File: config.mk
export PLATFORM = sky130hd
export DESIGN_NAME = updown_sweep_ctrl
export DESIGN_NICKNAME = d
export VERILOG_FILES = /design/src/rtl/updown_sweep_ctrl.sv
export SDC_FILE = /design/constraint.sdc
export NUM_CORES = 1
export LEC_CHECK = 0
export ABC_CLOCK_PERIOD_IN_PS = 2600
export BUFFER_PORTS_ARGS = -buffer_cell sky130_fd_sc_hd__buf_2
export CORE_ASPECT_RATIO = 2
export CORE_UTILIZATION = 41
export DETAILED_ROUTE_END_ITERATION = 7
export GPL_TIMING_DRIVEN = 1
export PLACE_DENSITY_LB_ADDON = 0.3
export SYNTH_ARGS = -nofsm -noshare
export SYNTH_HDL_FRONTEND = slang
export SYNTH_SLANG_ARGS = --single-unit
File: constraint.sdc
create_clock -name clk -period 2.6 [get_ports clk]
set_input_delay 0.52 -clock clk [delete_from_list [all_inputs] [get_ports clk]]
set_output_delay 0.52 -clock clk [all_outputs]
set_load 0.01 [all_outputs]
File: src/rtl/updown_sweep_ctrl.sv
// Triangle-sweep sequencer: walks an up/down counter lo->hi->lo for a programmed
// number of sweeps, with start/busy/done handshake, hold and abort.
module updown_sweep_ctrl #(
    parameter int WIDTH  = 4,
    parameter int NCYC_W = 4
) (
    input  logic              clk,
    input  logic              rst,
    input  logic              start,
    input  logic [WIDTH-1:0]  lo,
    input  logic [WIDTH-1:0]  hi,
    input  logic [NCYC_W-1:0] n_cycles,
    input  logic              hold,
    input  logic              abort,
    output logic [WIDTH-1:0]  count,
    output logic              dir,
    output logic              busy,
    output logic              done,
    output logic              cfg_err
);

    localparam logic [1:0] S_IDLE = 2'd0;
    localparam logic [1:0] S_UP   = 2'd1;
    localparam logic [1:0] S_DOWN = 2'd2;
    localparam logic [1:0] S_DONE = 2'd3;

    localparam logic [WIDTH-1:0]  W_ONE = 1;
    localparam logic [NCYC_W-1:0] N_ONE = 1;

    logic [1:0]        state;
    logic [WIDTH-1:0]  lo_r;
    logic [WIDTH-1:0]  hi_r;
    logic [NCYC_W-1:0] n_r;
    logic [NCYC_W-1:0] tally;
    logic [NCYC_W-1:0] tally_inc;

    assign tally_inc = tally + N_ONE;

    always_ff @(posedge clk) begin
        if (rst) begin
            state   <= S_IDLE;
            count   <= '0;
            dir     <= 1'b0;
            busy    <= 1'b0;
            done    <= 1'b0;
            cfg_err <= 1'b0;
            lo_r    <= '0;
            hi_r    <= '0;
            n_r     <= '0;
            tally   <= '0;
        end else begin
            done    <= 1'b0;
            cfg_err <= 1'b0;
            case (state)
                S_IDLE: begin
                    if (start) begin
                        if (lo < hi && n_cycles != '0) begin
                            lo_r  <= lo;
                            hi_r  <= hi;
                            n_r   <= n_cycles;
                            count <= lo;
                            dir   <= 1'b0;
                            tally <= '0;
                            busy  <= 1'b1;
                            state <= S_UP;
                        end else begin
                            cfg_err <= 1'b1;
                        end
                    end
                end
                S_UP: begin
                    if (abort) begin
                        busy  <= 1'b0;
                        state <= S_IDLE;
                    end else if (!hold) begin
                        if (count != hi_r) begin
                            count <= count + W_ONE;
                        end else begin
                            // Peak is shown once; the first descent value follows immediately.
                            count <= hi_r - W_ONE;
                            dir   <= 1'b1;
                            state <= S_DOWN;
                        end
                    end
                end
                S_DOWN: begin
                    if (abort) begin
                        busy  <= 1'b0;
                        state <= S_IDLE;
                    end else if (!hold) begin
                        if (count != lo_r) begin
                            count <= count - W_ONE;
                        end else begin
                            tally <= tally_inc;
                            if (tally_inc == n_r) begin
                                busy  <= 1'b0;
                                done  <= 1'b1;
                                state <= S_DONE;
                            end else begin
                                // Skip lo on the way back up so valleys are not duplicated.
                                count <= lo_r + W_ONE;
                                dir   <= 1'b0;
                                state <= S_UP;
                            end
                        end
                    end
                end
                S_DONE: begin
                    if (!abort) begin
                        dir <= 1'b0;
                    end
                    state <= S_IDLE;
                end
                default: begin
                    busy  <= 1'b0;
                    state <= S_IDLE;
                end
            endcase
        end
    end

endmodule

==> metrics.txt <==
initial antenna violation count 0; dpl cells between 200 and 300; share of flip-flops with an asynchronous set or reset 0%; Floorplan Core Area between 4000 and 5000 um2; Vert. Die Dim about 97 um; Commonest cells post-synth nor2_1 (30), dfxtp_1 (26), ha_1 (14), inv_1 (14), mux2i_1 (12); clock transition at the registers of the reported paths roughly 0.1 ns; fraction of layout instances using a drive strength above 1 between 15 and 20%; final RePlAce weighted congestion roughly 0.95; initial cell density of the core a little over two fifths; worst setup skew after layout ~0.0047 ns; total setup violations reported at the end of the flow 0; number of buffer cells added on primary ports 24; area share of the leading cell type in the synthesized netlist between 20% and 30%; outcome finished, final reports clean; Post-CTS Hold Buffers 0; CTS tree yes; launch point of the worst reg-to-reg path state[0]; site row count 34; total grt overflow 0; type of the most critical hold path in2reg; number of sinks driven by the clock tree 26; final hold violation count 0; relative slew slack about 64%; netlist area before placement 1840 um2; routed length per instance roughly 16 um; Layout fillers 463; ys flop type dfxtp_1; Final Max Slew Viols 0; Seq/Total Area, Yosys between 20% and 30%; first-pass iteration count of the detailed router 6; cell taking the most area after synthesis dfxtp_1; Area Overhead vs Synth 12.3%; number of resized instances in the post-cts repair step 0; critical path, cell by cell inv_1 -> ha_1 -> inv_1 -> or4_4 -> o211ai_4 -> or3_1 -> a21oi_1; endpoint arrival time on the critical path between 2 and 2.5 ns; nets@finish ~260; half-perimeter wire length after detailed placement about 3500 um; number of buffers inserted to repair setup after CTS 0; max_cap viols 0; clock insertion delay at the later pin of the skew report around 0.28 ns; worst voltage drop across the vdd grid about 0.41 mV; maximum level of the CTS H-tree 1; wire length of the first global-routing pass between 7000 and 8000 um; starting DRC count in detailed routing 26; Storage cell area about 520 um2; register bit total from synthesis 26; hold path depth 3; die area roughly 4800 um2; leakage power total 0.000867 uW; total global-route track usage approximately a fifth; simple-gate portion of the synthesized area about a fifth; largest stage delay on the critical path around 0.57 ns; kind of end point of the critical path flip-flop; adder-cell share of the synthesized area roughly a tenth; footprint of the multi-input gates between 1000 and 1500 um2; number of nets in the synthesized netlist 240; post-synthesis average cell area a little under 9 um2; power density normalized to cell area around 920 nW/um2; number of distinct standard cells referenced by the synthesized netlist 45; I/O pin count 25; Slew @ Worst Pin 0.535 ns; end-of-flow core utilization a little under half; worst setup slack for register-to-register paths roughly 0.47 ns; top-count cell post-synth nor2_1; largest net degree at the start of global routing 30; number of global-route vias before repair 1530; number of instances in the synthesized netlist about 210; wire length reported by the detailed router between 4000 and 5000 um; Horiz. Die Dim 49.4 um; post-route antenna net violation count 0; required time reported for the critical path endpoint approximately 2.8 ns; top fanout value on the critical path 11; startpoint class of the critical path flip-flop; crit path max-delay cell type or4_4; antenna diode instance count 0; Reg2Reg Capture Point count[3]; critical path's most frequent cell inv_1; synthesized-area fraction occupied by ao, oa, aoi and oai cells between 10% and 20%; upper clock frequency limit 0.468 GHz; count of flip-flops with a built-in enable after synthesis 0; combinational family with the most area after synthesis simple AND/OR/NAND/NOR gates; Vias roughly 1600; final cell count without fillers 285; via count normalized by instance count between 5 and 6; largest buffer count on any clock path 2; cell chosen for the clock root clkbuf_8; worst hold start n_cycles[2]; final worst path period need roughly 2.1 ns; depth of the worst register-to-register path 7; multiplexer share of the synthesized area under 10%; RSZ-0062 raised after global routing false; ratio of final minimum period to clock period between 80% and 90%; cell types occupying the most area after synthesis dfxtp_1 (28%), ha_1 (9.5%), mux2i_1 (6.5%); cts bufs inserted 3; setup tns final 0 ns; xor and xnor fraction of the mapped netlist area approximately 12%; Syn. warnings 0; critical path start-end classification reg2reg; post-detailed-route DRC marker count 0; hold path endpoint n_r[2]
flip-flops by register name (all words and copies together), names as in the netlist:
name     cells
cfg_err      1
hi_r         4
tally        4
count        4
done         1
state        2
busy         1
lo_r         4
n_r          4
dir          1
layout by cell type, fill, tap and decap left out, drive strengths merged, types with 2 or more instances in the layout:
cell    instances
a211oi          3
a21o            3
a21oi           8
a221oi          4
a22oi           2
buf            28
clkbuf          3
dfxtp          26
ha             14
inv            14
mux2i          12
nand2           9
nand2b          3
nand3           8
nand3b          2
nand4           3
nor2           30
nor3            5
o21ai          11
o41ai           2
or3             2
xnor2          14
xor2            6
layer usage:
| layer | GRT usage (%) | wire length [um] |
|---|---|---|
| met1 | 18.1 | 1590 |
| met2 | 38.5 | 2490 |
| met3 | 1.10 | 104 |
| met4 | 16.3 | 283 |
| met5 | 0 | 0 |
report_power, final:
group          total [uW]  switching [uW]  leakage, uW  internal, uW
logic                1000             570     0.000619           435
clock network         345             138    0.0000357           206
registers             561            96.1     0.000212           465
stage by stage:
| step | setup slack (ns) | area (um2) | total power (uW) | hold WS (ns) |
|---|---|---|---|---|
| 3_3_place_gp | 0.341 | 2000 | 1560 | 0.480 |
| 6_report | 0.465 | 2070 | 1910 | 0.494 |
| 3_5_place_dp | 0.262 | 2000 | 1580 | 0.489 |
| 4_1_cts | 0.475 | 2070 | 1920 | 0.493 |
| 2_1_floorplan | 0.538 | 1840 | 1340 | 0.463 |
| 5_1_grt | 0.346 | 2070 | 2050 | 0.491 |
worst max-delay path: cells and delay by family, from the launching register on:
family          cells  cell delay (ns)
simple gates        2             0.74
fa+ha+maj           1             0.41
flops               1             0.36
buf+inv             2             0.29
compound gates      2             0.20
final cells by class:
cell class                      instances  share of cell area, %
Inverter                               14                   2.54
Tap cell                               54                   3.27
Clock inverter                          1                   1.45
Timing Repair Buffer                   28                   7.26
Sequential cell                        26                   25.2
Clock buffer                            3                   2.00
Multi-Input combinational cell        159                   58.3
worst max-delay path by stage:
stage	start	end	slack [ns]
final	state[0]	count[3]	0.47
after global routing	state[0]	count[3]	0.35
after CTS	state[0]	count[3]	0.47
after detailed placement	lo[2]	count[3]	0.26
after global placement	lo[1]	count[3]	0.34
after floorplan	hi[1]	dir	0.54
logic make-up after synthesis:
kind of cell / after synthesis
simple gates: 69
flops: 26
xor+xnor: 21
buf+inv: 24
mux: 12
fa+ha+maj: 14
compound gates: 43
Note: power is estimated with default switching activity, not from simulation.
